==> src/rtl/ysyx_24100027_fetch_seq.sv <==
// ysyx_24100027_fetch_seq
// Multi-cycle fetch/commit sequencer for the single-cycle RV32 core.
// Owns the architectural PC, fetches one instruction at a time over a
// valid/ready port, presents it to the core for one EXEC cycle and then
// retires it. The commit pulse gates the core's register-file write.
//
// Optional feature macro: YSYX_24100027_FETCH_TIMEOUT_EN
//   When defined, a WAIT-state counter raises err after TIMEOUT_CYCLES
//   cycles without ifu_rvalid. When undefined, WAIT stalls indefinitely.

module ysyx_24100027_fetch_seq #(
    parameter logic [31:0] RESET_PC       = 32'h8000_0000,
    parameter int unsigned TIMEOUT_CYCLES = 32'd255
) (
    input  logic        clk,
    input  logic        rst,
    output logic        ifu_req,
    output logic [31:0] ifu_addr,
    input  logic        ifu_ready,
    input  logic        ifu_rvalid,
    input  logic [31:0] ifu_rdata,
    output logic [31:0] pc,
    output logic [31:0] inst,
    input  logic [31:0] npc,
    output logic        commit,
    output logic        halted,
    output logic        err,
    output logic [31:0] instret
);

    localparam logic [31:0] INST_EBREAK = 32'h0010_0073;
    localparam logic [31:0] INST_NOP    = 32'h0000_0013;

    typedef enum logic [2:0] {
        ST_IDLE = 3'd0,
        ST_REQ  = 3'd1,
        ST_WAIT = 3'd2,
        ST_EXEC = 3'd3,
        ST_HALT = 3'd4,
        ST_ERR  = 3'd5
    } state_t;

    // The WAIT counter is 16 bits wide, so the limit must fit in it.
    if (TIMEOUT_CYCLES < 32'd1 || TIMEOUT_CYCLES > 32'd65535) begin : g_bad_timeout
        $error("TIMEOUT_CYCLES must be in 1..65535");
    end

    function automatic logic is_ebreak(input logic [31:0] word);
        return (word == INST_EBREAK);
    endfunction

    function automatic logic is_misaligned(input logic [31:0] addr);
        return (addr[1:0] != 2'b00);
    endfunction

    state_t      state_r;
    state_t      state_nxt_s;
    logic [31:0] pc_r;
    logic [31:0] inst_r;
    logic        halted_r;
    logic        err_r;
    logic [31:0] instret_r;

    logic        commit_s;
    logic        pc_load_s;
    logic        inst_load_s;
    logic        set_halt_s;
    logic        set_err_s;
    logic        timeout_s;

`ifdef YSYX_24100027_FETCH_TIMEOUT_EN
    logic [15:0] wait_cnt_r;

    // WAIT-cycle counter: held at zero outside WAIT, so it starts from zero on entry.
    always_ff @(posedge clk or negedge rst) begin
        if (!rst) begin
            wait_cnt_r <= 16'd0;
        end else if (state_r != ST_WAIT) begin
            wait_cnt_r <= 16'd0;
        end else if (!ifu_rvalid) begin
            wait_cnt_r <= wait_cnt_r + 16'd1;
        end else begin
            wait_cnt_r <= wait_cnt_r;
        end
    end

    // The limit is reached when this WAIT cycle would bring the count to TIMEOUT_CYCLES.
    assign timeout_s = (state_r == ST_WAIT) &&
                       (({16'd0, wait_cnt_r} + 32'd1) == TIMEOUT_CYCLES);
`else
    assign timeout_s = 1'b0;
`endif

    // Next-state and per-state control; rvalid beats the timeout in the same cycle.
    always_comb begin
        state_nxt_s = state_r;
        commit_s    = 1'b0;
        pc_load_s   = 1'b0;
        inst_load_s = 1'b0;
        set_halt_s  = 1'b0;
        set_err_s   = 1'b0;
        case (state_r)
            ST_IDLE: begin
                state_nxt_s = ST_REQ;
            end
            ST_REQ: begin
                if (ifu_ready) begin
                    state_nxt_s = ST_WAIT;
                end else begin
                    state_nxt_s = ST_REQ;
                end
            end
            ST_WAIT: begin
                if (ifu_rvalid) begin
                    inst_load_s = 1'b1;
                    state_nxt_s = ST_EXEC;
                end else if (timeout_s) begin
                    set_err_s   = 1'b1;
                    state_nxt_s = ST_ERR;
                end else begin
                    state_nxt_s = ST_WAIT;
                end
            end
            ST_EXEC: begin
                if (is_ebreak(inst_r)) begin
                    commit_s    = 1'b1;
                    set_halt_s  = 1'b1;
                    state_nxt_s = ST_HALT;
                end else if (is_misaligned(npc)) begin
                    set_err_s   = 1'b1;
                    state_nxt_s = ST_ERR;
                end else begin
                    commit_s    = 1'b1;
                    pc_load_s   = 1'b1;
                    state_nxt_s = ST_REQ;
                end
            end
            ST_HALT: begin
                state_nxt_s = ST_HALT;
            end
            ST_ERR: begin
                state_nxt_s = ST_ERR;
            end
            default: begin
                // Unused encodings are treated as a fault.
                set_err_s   = 1'b1;
                state_nxt_s = ST_ERR;
            end
        endcase
    end

    // State register.
    always_ff @(posedge clk or negedge rst) begin
        if (!rst) begin
            state_r <= ST_IDLE;
        end else begin
            state_r <= state_nxt_s;
        end
    end

    // PC and instruction latches: pc moves only on leaving EXEC, inst only on leaving WAIT.
    always_ff @(posedge clk or negedge rst) begin
        if (!rst) begin
            pc_r   <= RESET_PC;
            inst_r <= INST_NOP;
        end else begin
            if (pc_load_s) begin
                pc_r <= npc;
            end else begin
                pc_r <= pc_r;
            end
            if (inst_load_s) begin
                inst_r <= ifu_rdata;
            end else begin
                inst_r <= inst_r;
            end
        end
    end

    // Sticky status flags and the wrapping retired-instruction counter.
    always_ff @(posedge clk or negedge rst) begin
        if (!rst) begin
            halted_r  <= 1'b0;
            err_r     <= 1'b0;
            instret_r <= 32'd0;
        end else begin
            halted_r  <= halted_r | set_halt_s;
            err_r     <= err_r | set_err_s;
            if (commit_s) begin
                instret_r <= instret_r + 32'd1;
            end else begin
                instret_r <= instret_r;
            end
        end
    end

    assign ifu_req  = (state_r == ST_REQ);
    assign ifu_addr = pc_r;
    assign pc       = pc_r;
    assign inst     = inst_r;
    assign commit   = commit_s;
    assign halted   = halted_r;
    assign err      = err_r;
    assign instret  = instret_r;

endmodule

==> config.mk <==
export PLATFORM = sky130hd
export DESIGN_NAME = ysyx_24100027_fetch_seq
export DESIGN_NICKNAME = d
export VERILOG_FILES = /design/src/rtl/ysyx_24100027_fetch_seq.sv
export SDC_FILE = /design/constraint.sdc
export NUM_CORES = 1
export LEC_CHECK = 0
export ABC_CLOCK_PERIOD_IN_PS = 2800
export CORE_ASPECT_RATIO = 0.6
export CORE_UTILIZATION = 30
export CTS_BUF_LIST = sky130_fd_sc_hd__clkbuf_4 sky130_fd_sc_hd__clkbuf_8 sky130_fd_sc_hd__clkbuf_16
export DETAILED_ROUTE_END_ITERATION = 10
export MAX_ROUTING_LAYER = met4
export PLACE_DENSITY = 0.6
export SYNTH_ARGS = -nofsm -noshare
export SYNTH_HDL_FRONTEND = slang
export SYNTH_SLANG_ARGS = --single-unit
==> constraint.sdc <==
create_clock -name clk -period 2.8 [get_ports clk]
set_input_delay 0.56 -clock clk [delete_from_list [all_inputs] [get_ports clk]]
set_output_delay 0.56 -clock clk [all_outputs]
set_load 0.05 [all_outputs]
==> results of run 1 <==
## per-layer routing
layer / global-route usage (%) / routed length (um)
met5: - / 0
met4: 3.19 / 88
met3: 4.38 / 755
met2: 23.9 / 5430
met1: 22.2 / 6010
## cell usage after synthesis, drive strengths merged
master | count | area, um2
clkbuf | 4 | 15.0
o22a | 1 | 17.5
nand2b | 1 | 6.26
and3 | 2 | 12.5
or3 | 2 | 12.5
o211ai | 1 | 12.5
dfstp | 4 | 105
or2 | 2 | 12.5
a21oi | 2 | 10.0
nand3 | 12 | 60.1
nor2 | 8 | 30.0
mux2 | 63 | 709
nand3b | 1 | 7.51
nand2 | 13 | 48.8
a31o | 1 | 8.76
buf | 41 | 298
a21boi | 1 | 7.51
nand4 | 13 | 87.6
o22ai | 1 | 6.26
dfrtp | 97 | 2430
nor4 | 19 | 215
o31a | 1 | 8.76
xnor2 | 10 | 87.6
and2 | 2 | 12.5
nor3b | 2 | 20.0
o21ai | 1 | 5.00
a21o | 1 | 7.51
xor2 | 22 | 193
nor4b | 3 | 53.8
ha | 1 | 12.5
and4bb | 2 | 25.0
inv | 3 | 11.3
nor3 | 11 | 60.1
o31ai | 1 | 7.51
## repair_timing
item,CTS,global route
resized for setup,1,4
pin swaps,3,2
endpoints found under the setup margin,1,1
setup buffers,1,7
hold endpoints to repair,0,0
gates cloned,1,0
hold buffers,0,0
## state kept, by name, indices dropped and copies added, names as in the netlist
signal,flops
ifu_addr,32
inst,32
instret,32
state_r,3
err,1
halted,1
## cell families after synthesis
| kind of cell | share of synthesized area [%] |
|---|---|
| AO/OA/AOI/OAI | 1.98 |
| XOR/XNOR | 6.07 |
| adder cells (fa/ha/maj) | 0.271 |
| buffers and inverters | 7.02 |
| flip-flops | 54.9 |
| multiplexers | 15.4 |
| AND/OR/NAND/NOR | 14.4 |
## worst paths after layout
| path | to | start | cells after the start | slack (ns) |
|---|---|---|---|---|
| max in group asynchronous | inst[0] | rst | 2 | 1.83 |
| worst min register to register | instret[31] | instret[31] | 1 | 0.48 |
| worst min-delay path | instret[18] | rst | 1 | 0.18 |
| min in group clk | instret[31] | instret[31] | 1 | 0.48 |
| worst max-delay path | commit | inst[16] | 6 | 0.20 |
| worst max register to register | instret[13] | inst[9] | 7 | 0.53 |
## area by class of cell
type                    count  area [um2]  area share (%)
flip-flops and latches    101        2530            36.0
repair buffers            214        2140            30.3
multi-input cells         201        1820            25.9
clock buffers              13         268            3.80
well taps                 198         248            3.52
clock inverters             3        21.3           0.302
inverters                   3        11.3           0.160
## report_power, final
group / leakage, nW / total (mW) / switching [mW] / internal, mW
Clock: 0.143 / 1.21 / 0.536 / 0.673
Sequential: 1.21 / 2.11 / 0.322 / 1.79
Combinational: 1.39 / 3.17 / 2.04 / 1.13
Total: 2.75 / 6.49 / 2.90 / 3.59
## metrics by stage
stage | worst slack [ns] | total power [mW]
2_1_floorplan | 0.108 | 4.30
3_3_place_gp | 0.353 | 5.26
3_5_place_dp | 0.314 | 5.29
4_1_cts | 0.0319 | 6.53
5_1_grt | 0.0226 | 6.76
6_report | 0.196 | 6.49
==> run_summary.xml, run 1 <==
<?xml version="1.0" encoding="UTF-8"?>
<metrics>
  <group name="sta">
    <metric name="timing_hold_violations_final" unit="">0</metric>
    <metric name="slew_headroom" unit="%">58.6</metric>
    <metric name="worst-slew-pin-transition" unit="ns">0.621</metric>
    <metric name="setup_total_negative_slack" unit="ns">0</metric>
    <metric name="final.period_utilization" unit="%">93.0</metric>
    <metric name="post-route-min-period" unit="ns">2.60</metric>
    <metric name="grt_setup_unrepaired" unit="">false</metric>
    <metric name="holdWs" unit="ns">0.183</metric>
    <metric name="setup_violations" unit="">0</metric>
    <metric name="maxClockFrequency" unit="MHz">384</metric>
    <metric name="finClkSkew" unit="ns">0.0139</metric>
    <metric name="finalMaxSlewViolations" unit="">0</metric>
  </group>
  <group name="detailed_routing">
    <metric name="routed_wl" unit="um">12300</metric>
    <metric name="drcViolationCount" unit="">0</metric>
    <metric name="post_route_antenna_net_violation_count" unit="">0</metric>
    <metric name="initialDrtViolationCount" unit="">120</metric>
    <metric name="drt_pre_antenna_iters" unit="">4</metric>
    <metric name="avgViaCountPerCell" unit="">4.65</metric>
    <metric name="dr_total_vias" unit="">3411</metric>
    <metric name="route.detailed.wl_per_inst" unit="um">16.8</metric>
  </group>
  <group name="floorplanning">
    <metric name="fp.coreArea" unit="um2">14800</metric>
    <metric name="rows" unit="">34</metric>
    <metric name="die_y" unit="um">98.1</metric>
    <metric name="boundaryPins" unit="">200</metric>
    <metric name="die_width" unit="um">162</metric>
    <metric name="total_die_area" unit="um2">15900</metric>
    <metric name="initial_core_util" unit="%">31.3</metric>
  </group>
  <group name="layout">
    <metric name="n_fill_cell" unit="">1308</metric>
    <metric name="layout-area-overhead-vs-synth" unit="%">52.6</metric>
    <metric name="mostFrequentLayoutCell" unit="">clkdlybuf4s50_1</metric>
    <metric name="n_antenna_cell" unit="">0</metric>
    <metric name="most-common-layout-cells" unit="">197 x clkdlybuf4s50_1, 97 x dfrtp_1, 59 x mux2_2</metric>
    <metric name="share_of_cells_above_drive_strength_1" unit="%">23.2</metric>
    <metric name="core_utilization_of_the_finished_layout" unit="%">47.7</metric>
    <metric name="num-nets-final" unit="">599</metric>
    <metric name="finish.instance_area" unit="um2">7040</metric>
    <metric name="layout.cells.non_filler" unit="">733</metric>
  </group>
  <group name="yosys">
    <metric name="synth.ff_latch_count" unit="">101</metric>
    <metric name="postSynthNetCount" unit="">418</metric>
    <metric name="postSynthCellCount" unit="">349</metric>
    <metric name="post_synthesis_mean_instance_area" unit="um2">13.2</metric>
    <metric name="synth_seq_area_share" unit="%">54.9</metric>
    <metric name="ys.warnings.count" unit="">0</metric>
    <metric name="syn_area" unit="um2">4610</metric>
    <metric name="ys_types" unit="">44</metric>
  </group>
  <group name="pwr">
    <metric name="p_leak" unit="nW">2.75</metric>
    <metric name="power.density_cell_area" unit="nW/um2">922</metric>
    <metric name="ir_worst_vdd" unit="mV">0.693</metric>
  </group>
  <group name="grt">
    <metric name="global_route.usage.total" unit="%">16.2</metric>
    <metric name="antenna_violations_before_repair" unit="">0</metric>
    <metric name="via_count_of_the_first_global_routing_pass" unit="">3402</metric>
    <metric name="largest_net_degree_at_the_start_of_global_routing" unit="">63</metric>
    <metric name="grt-ovfl-total" unit="">0</metric>
    <metric name="first_pass_grt_wire_length" unit="um">19200</metric>
  </group>
  <group name="setup_path">
    <metric name="cp_data_arrival_time" unit="ns">2.04</metric>
    <metric name="timing.critical_path.max_delay_family" unit="">simple AND/OR/NAND/NOR gates</metric>
    <metric name="crit_path_end_kind" unit="">output pin</metric>
    <metric name="critPathBufInv" unit="">2</metric>
    <metric name="critical_path_peak_fanout" unit="">9</metric>
    <metric name="timing.setup.critical_path_class" unit="">flop to output pin</metric>
    <metric name="critPathLaunchType" unit="">flop</metric>
    <metric name="slowest_delay" unit="ns">0.42</metric>
    <metric name="timing.critical_path.required" unit="ns">2.24</metric>
    <metric name="timing.critical_path.cells" unit="">nor4_4, nand4_4, o22a_4, nor2_1, buf_4, buf_12</metric>
    <metric name="critical_path.slowest_cell" unit="">dfrtp_1</metric>
  </group>
  <group name="cts">
    <metric name="ctsLongestPathBuffers" unit="">2</metric>
    <metric name="worst_skew_pair.late_latency" unit="ns">0.34</metric>
    <metric name="clkTransAtPathRegs" unit="ns">0.08</metric>
    <metric name="h-tree-depth" unit="">3</metric>
    <metric name="clock_sink_count" unit="">101</metric>
    <metric name="num_cts_buffers" unit="">9</metric>
    <metric name="cts.root.buffer_cell" unit="">clkbuf_16</metric>
    <metric name="tritoncts_clock_tree" unit="">built</metric>
  </group>
  <group name="placed_design">
    <metric name="dpl.hpwl" unit="um">8840</metric>
    <metric name="finalWeightedCongestion" unit="">0.784</metric>
    <metric name="placement.io_buffers" unit="">199</metric>
    <metric name="post-place-cells" unit="">708</metric>
    <metric name="placedInstanceArea" unit="um2">6640</metric>
  </group>
  <group name="run">
    <metric name="maxCapViolations" unit="">0</metric>
  </group>
  <group name="outcome">
    <metric name="run_status" unit="">complete, no violations</metric>
  </group>
  <group name="min_path">
    <metric name="hold_removal_path_class" unit="">primary input to asynchronous set/reset pin</metric>
  </group>
</metrics>
(Power assumes the default switching activity.)
==> inputs of run 2 (changes only) <==
ABC_CLOCK_PERIOD_IN_PS = 3190   (was 2800)
clock period = 3.19 ns   (was 2.8 ns; I/O delays follow)
==> run_summary.xml, run 2 (same netlist as run 1, synthesis figures left out) <==
<?xml version="1.0" encoding="UTF-8"?>
<metrics>
  <group name="outcome">
    <metric name="run_status" unit="">complete, no violations</metric>
  </group>
  <group name="grt">
    <metric name="via_count_of_the_first_global_routing_pass" unit="">3538</metric>
    <metric name="grt-ovfl-total" unit="">0</metric>
    <metric name="global_route.usage.total" unit="%">16.3</metric>
    <metric name="grt_most_used_layer" unit="">met2</metric>
    <metric name="gr_met1_demand_resource" unit="%">21.4</metric>
    <metric name="grt_use_met3" unit="%">4.93</metric>
    <metric name="first_pass_grt_wire_length" unit="um">19600</metric>
    <metric name="antenna_violations_before_repair" unit="">0</metric>
    <metric name="gr-usage-met2" unit="%">25.2</metric>
    <metric name="largest_net_degree_at_the_start_of_global_routing" unit="">52</metric>
  </group>
  <group name="placed_design">
    <metric name="finalWeightedCongestion" unit="">0.829</metric>
    <metric name="placedInstanceArea" unit="um2">6620</metric>
    <metric name="dpl.hpwl" unit="um">8930</metric>
    <metric name="placement.io_buffers" unit="">199</metric>
  </group>
  <group name="setup_path">
    <metric name="crit_path_end_kind" unit="">output pin</metric>
    <metric name="critPathLaunchType" unit="">flop</metric>
    <metric name="timing.critical_path.required" unit="ns">2.55</metric>
    <metric name="critical_path_peak_fanout" unit="">25</metric>
    <metric name="cp_data_arrival_time" unit="ns">2.26</metric>
    <metric name="critPathLaunch" unit="">inst[25]</metric>
    <metric name="timing.rr.start" unit="">inst[9]</metric>
    <metric name="timing.setup.critical_path_class" unit="">flop to output pin</metric>
  </group>
  <group name="cts">
    <metric name="clock_sink_count" unit="">101</metric>
    <metric name="post_cts_buffers" unit="">0</metric>
    <metric name="num_cts_buffers" unit="">9</metric>
    <metric name="tritoncts_clock_tree" unit="">built</metric>
    <metric name="h-tree-depth" unit="">3</metric>
    <metric name="worst_skew_pair.late_latency" unit="ns">0.34</metric>
    <metric name="ctsLongestPathBuffers" unit="">2</metric>
    <metric name="cts.root.buffer_cell" unit="">clkbuf_16</metric>
    <metric name="clkTransAtPathRegs" unit="ns">0.08</metric>
  </group>
  <group name="layout">
    <metric name="share_of_cells_above_drive_strength_1" unit="%">21.7</metric>
    <metric name="n_antenna_cell" unit="">0</metric>
    <metric name="n_fill_cell" unit="">1287</metric>
    <metric name="mostFrequentLayoutCell" unit="">clkdlybuf4s50_1</metric>
    <metric name="layout-area-overhead-vs-synth" unit="%">50.4</metric>
    <metric name="finish.instance_area" unit="um2">6940</metric>
    <metric name="num-nets-final" unit="">589</metric>
    <metric name="most-common-layout-cells" unit="">197 x clkdlybuf4s50_1, 97 x dfrtp_1, 59 x mux2_2</metric>
  </group>
  <group name="sta">
    <metric name="maxClockFrequency" unit="MHz">345</metric>
    <metric name="timing_hold_violations_final" unit="">0</metric>
    <metric name="setup_total_negative_slack" unit="ns">0</metric>
    <metric name="post-route-min-period" unit="ns">2.90</metric>
    <metric name="slew_headroom" unit="%">53.1</metric>
    <metric name="worst-slew-pin-transition" unit="ns">0.703</metric>
    <metric name="finClkSkew" unit="ns">0.0129</metric>
    <metric name="final.period_utilization" unit="%">91.0</metric>
    <metric name="setup_violations" unit="">0</metric>
    <metric name="grt_setup_unrepaired" unit="">false</metric>
    <metric name="finalMaxSlewViolations" unit="">0</metric>
  </group>
  <group name="detailed_routing">
    <metric name="avgViaCountPerCell" unit="">4.71</metric>
    <metric name="post_route_antenna_net_violation_count" unit="">0</metric>
    <metric name="routed_wl" unit="um">12200</metric>
    <metric name="route.detailed.wl_per_inst" unit="um">16.9</metric>
    <metric name="drt_pre_antenna_iters" unit="">4</metric>
    <metric name="dr_total_vias" unit="">3406</metric>
    <metric name="drcViolationCount" unit="">0</metric>
    <metric name="initialDrtViolationCount" unit="">110</metric>
  </group>
  <group name="floorplanning">
    <metric name="initial_core_util" unit="%">31.3</metric>
    <metric name="total_die_area" unit="um2">15900</metric>
    <metric name="fp.coreArea" unit="um2">14800</metric>
    <metric name="die_y" unit="um">98.1</metric>
    <metric name="rows" unit="">34</metric>
    <metric name="boundaryPins" unit="">200</metric>
    <metric name="die_width" unit="um">162</metric>
  </group>
  <group name="pwr">
    <metric name="ir_worst_vdd" unit="mV">0.495</metric>
    <metric name="power.density_cell_area" unit="nW/um2">827</metric>
    <metric name="p_leak" unit="nW">2.71</metric>
  </group>
  <group name="run">
    <metric name="maxCapViolations" unit="">0</metric>
  </group>
  <group name="min_path">
    <metric name="hold_removal_path_class" unit="">primary input to asynchronous set/reset pin</metric>
  </group>
</metrics>
run 2: cell types whose count changed in the layout (fill, tap and decap cells not counted), sizes merged:
| cell | before | now |
|---|---|---|
| clkinv | 2 | 3 |
| bufinv | 0 | 1 |
| clkinvlp | 1 | 0 |
| clkbuf | 13 | 12 |
| buf | 17 | 8 |
| o22a | 2 | 1 |
run 2: stage by stage:
stage	hold WS, ns	setup WS (ns)	std cells	total power, mW	utilization [%]
2_1_floorplan	0.342	0.420	349	3.77	-
3_3_place_gp	0.465	0.504	707	4.61	44.9
3_5_place_dp	0.469	0.528	707	4.65	44.9
4_1_cts	0.362	0.126	723	5.83	47.0
5_1_grt	0.400	0.120	723	5.99	47.0
6_report	0.329	0.289	723	5.74	47.0
run 2: path summary, 6_finish.rpt:
check | slack (ns) | endpoint | depth (start not counted)
hold / removal | 0.33 | instret[22] | 1
hold reg to reg | 0.48 | instret[31] | 1
min in group clk | 0.48 | instret[31] | 1
setup reg to reg | 0.89 | ifu_addr[26] | 6
setup / recovery | 0.29 | commit | 5
max in group asynchronous | 2.07 | ifu_addr[31] | 2
run 2: per-layer routing:
layer	routed length [um]	vias up
met4	73	0
met3	931	7
met1	5700	1674
met5	0	-
met2	5490	167
li1	-	1558
run 2: cell type report:
cell class              count  area [um2]  share of cell area, %
flip-flops and latches    101        2530                   36.5
repair buffers            205        2060                   29.6
multi-input cells         200        1780                   25.6
clock buffers              12         260                   3.75
well taps                 198         248                   3.57
clock inverters             4        56.3                  0.811
inverters                   3        11.3                  0.162
run 2: critical path, cell delays in order, from the launching register on:
cell and delay [ns]:
dfrtp_1 0.40, nor4_2 0.35, nand4_2 0.29, o22a_4 0.44
nor2_2 0.26, buf_12 0.17
run 2: what timing repair did:
action,CTS,global route
hold buffers,0,0
resized for setup,0,1
endpoints found under the setup margin,0,1
run 2: report_power, final:
group | internal, mW | switching [mW] | total [mW]
registers | 1.57 | 0.257 | 1.83
clock network | 0.665 | 0.481 | 1.15
logic | 0.976 | 1.79 | 2.77
==> inputs of run 3 (changes only) <==
CAP_MARGIN = 20   (was default)
CELL_PAD_IN_SITES_DETAIL_PLACEMENT = 1   (was default)
CELL_PAD_IN_SITES_GLOBAL_PLACEMENT = 2   (was default)
CORE_UTILIZATION = 29   (was 30)
PLACE_DENSITY = 0.87   (was 0.6)
==> run_summary.xml, run 3 (same netlist as run 1, synthesis figures left out) <==
<?xml version="1.0" encoding="UTF-8"?>
<metrics>
  <group name="outcome">
    <metric name="run_status" unit="">complete, no violations</metric>
  </group>
  <group name="sta">
    <metric name="setup_violations" unit="">0</metric>
    <metric name="final.period_utilization" unit="%">94.3</metric>
    <metric name="worst-slew-pin-transition" unit="ns">0.557</metric>
    <metric name="holdWs" unit="ns">0.277</metric>
    <metric name="finClkSkew" unit="ns">0.00766</metric>
    <metric name="setup_total_negative_slack" unit="ns">0</metric>
    <metric name="finalMaxSlewViolations" unit="">0</metric>
    <metric name="post-route-min-period" unit="ns">3.01</metric>
    <metric name="maxClockFrequency" unit="MHz">333</metric>
    <metric name="slew_headroom" unit="%">62.7</metric>
    <metric name="grt_setup_unrepaired" unit="">false</metric>
    <metric name="timing_hold_violations_final" unit="">0</metric>
  </group>
  <group name="setup_path">
    <metric name="critical_path_peak_fanout" unit="">25</metric>
    <metric name="timing.critical_path.required" unit="ns">2.55</metric>
    <metric name="crit_path_end_kind" unit="">output pin</metric>
    <metric name="cp_data_arrival_time" unit="ns">2.37</metric>
    <metric name="timing.setup.critical_path_class" unit="">flop to output pin</metric>
    <metric name="critPathLaunchType" unit="">flop</metric>
  </group>
  <group name="cts">
    <metric name="postCtsHoldBufs" unit="">0</metric>
    <metric name="num_cts_buffers" unit="">9</metric>
    <metric name="worst_skew_pair.late_latency" unit="ns">0.34</metric>
    <metric name="cts.root.buffer_cell" unit="">clkbuf_16</metric>
    <metric name="clkTransAtPathRegs" unit="ns">0.06</metric>
    <metric name="tritoncts_clock_tree" unit="">built</metric>
    <metric name="ctsLongestPathBuffers" unit="">2</metric>
    <metric name="clock_sink_count" unit="">101</metric>
    <metric name="post_cts_buffers" unit="">0</metric>
    <metric name="h-tree-depth" unit="">3</metric>
  </group>
  <group name="detailed_routing">
    <metric name="wl_met2" unit="um">5610</metric>
    <metric name="avgViaCountPerCell" unit="">4.66</metric>
    <metric name="highest-signal-layer" unit="">met4</metric>
    <metric name="route.met3.wl" unit="um">842</metric>
    <metric name="dr_total_vias" unit="">3389</metric>
    <metric name="met1_length" unit="um">6010</metric>
    <metric name="initialDrtViolationCount" unit="">109</metric>
    <metric name="routed_wl" unit="um">12600</metric>
    <metric name="post_route_antenna_net_violation_count" unit="">0</metric>
    <metric name="route.detailed.wl_per_inst" unit="um">17.3</metric>
    <metric name="drt_pre_antenna_iters" unit="">4</metric>
    <metric name="drcViolationCount" unit="">0</metric>
  </group>
  <group name="floorplanning">
    <metric name="fp.coreArea" unit="um2">15500</metric>
    <metric name="die_y" unit="um">99.7</metric>
    <metric name="rows" unit="">35</metric>
    <metric name="initial_core_util" unit="%">29.9</metric>
    <metric name="die_width" unit="um">165</metric>
    <metric name="total_die_area" unit="um2">16400</metric>
    <metric name="boundaryPins" unit="">200</metric>
  </group>
  <group name="layout">
    <metric name="layout-area-overhead-vs-synth" unit="%">50.3</metric>
    <metric name="mostFrequentLayoutCell" unit="">clkdlybuf4s50_1</metric>
    <metric name="most-common-layout-cells" unit="">197 x clkdlybuf4s50_1, 97 x dfrtp_1, 59 x mux2_2</metric>
    <metric name="num-nets-final" unit="">590</metric>
    <metric name="core_utilization_of_the_finished_layout" unit="%">44.9</metric>
    <metric name="share_of_cells_above_drive_strength_1" unit="%">21.6</metric>
    <metric name="n_antenna_cell" unit="">0</metric>
  </group>
  <group name="placed_design">
    <metric name="placement.io_buffers" unit="">199</metric>
    <metric name="finalWeightedCongestion" unit="">0.751</metric>
    <metric name="dpl.hpwl" unit="um">9440</metric>
  </group>
  <group name="grt">
    <metric name="largest_net_degree_at_the_start_of_global_routing" unit="">62</metric>
    <metric name="antenna_violations_before_repair" unit="">0</metric>
    <metric name="grt-ovfl-total" unit="">0</metric>
    <metric name="global_route.usage.total" unit="%">16.3</metric>
    <metric name="via_count_of_the_first_global_routing_pass" unit="">3555</metric>
    <metric name="first_pass_grt_wire_length" unit="um">19900</metric>
  </group>
  <group name="pwr">
    <metric name="power.density_cell_area" unit="nW/um2">825</metric>
    <metric name="ir_worst_vdd" unit="mV">0.559</metric>
    <metric name="p_leak" unit="nW">2.70</metric>
  </group>
  <group name="min_path">
    <metric name="hold_removal_path_class" unit="">primary input to asynchronous set/reset pin</metric>
  </group>
  <group name="run">
    <metric name="maxCapViolations" unit="">0</metric>
  </group>
</metrics>
run 3: cell types whose count changed in the layout (fill, tap and decap cells not counted):
cell / previous run / this run
buf_4: 6 / 7
clkinvlp_4: 0 / 1
clkbuf_4: 1 / 0
clkinv_4: 3 / 1
run 3: worst max-delay path, stage by stage (launching register included):
cell	delay, ns
dfrtp_1	0.39
nor4_1	0.46
nand4_1	0.18
buf_4	0.19
o22a_4	0.33
nor2_2	0.29
buf_12	0.18
run 3: where the power goes:
group	internal (mW)	total, mW	switching (mW)
clock network	0.644	1.11	0.469
registers	1.57	1.84	0.267
logic	0.975	2.77	1.79
total	3.19	5.72	2.53
run 3: repair_timing:
item	in CTS	in global routing
endpoints found under the hold margin	0	0
setup endpoints to repair	0	1
resized for setup	0	1
run 3: metal layers:
layer	vias to the layer above	global-route usage [%]
li1	1548	-
met1	1699	21.5
met2	131	24.7
met3	11	4.50
met4	0	3.81
met5	-	-
run 3: final timing paths:
check,end,from,slack (ns),cells after the start
max in group asynchronous,inst[6],rst,2.16,2
min in group clk,halted,halted,0.48,1
worst max-delay path,commit,inst[9],0.18,6
worst min-delay path,ifu_addr[28],rst,0.28,1
worst min register to register,halted,halted,0.48,1
worst max register to register,instret[1],inst[9],0.85,6
run 3: metrics by stage:
step                      instance area, um2  cells  setup WS [ns]  total power [mW]
after global placement                  6640    713          0.435              4.60
final                                   6940    727          0.183              5.72
after detailed placement                6640    713          0.416              4.65
after floorplan                         4610    349          0.420              3.77
after global routing                    6940    727         0.0898              5.97
after CTS                               6930    727         0.0208              5.81
run 3: area by class of cell:
type                    instances  area [um2]
clock inverters                 3        46.3
well taps                     203         254
flip-flops and latches        101        2530
fillers                      1626        8520
repair buffers                206        2060
inverters                       3        11.3
clock buffers                  11         253
multi-input cells             200        1780
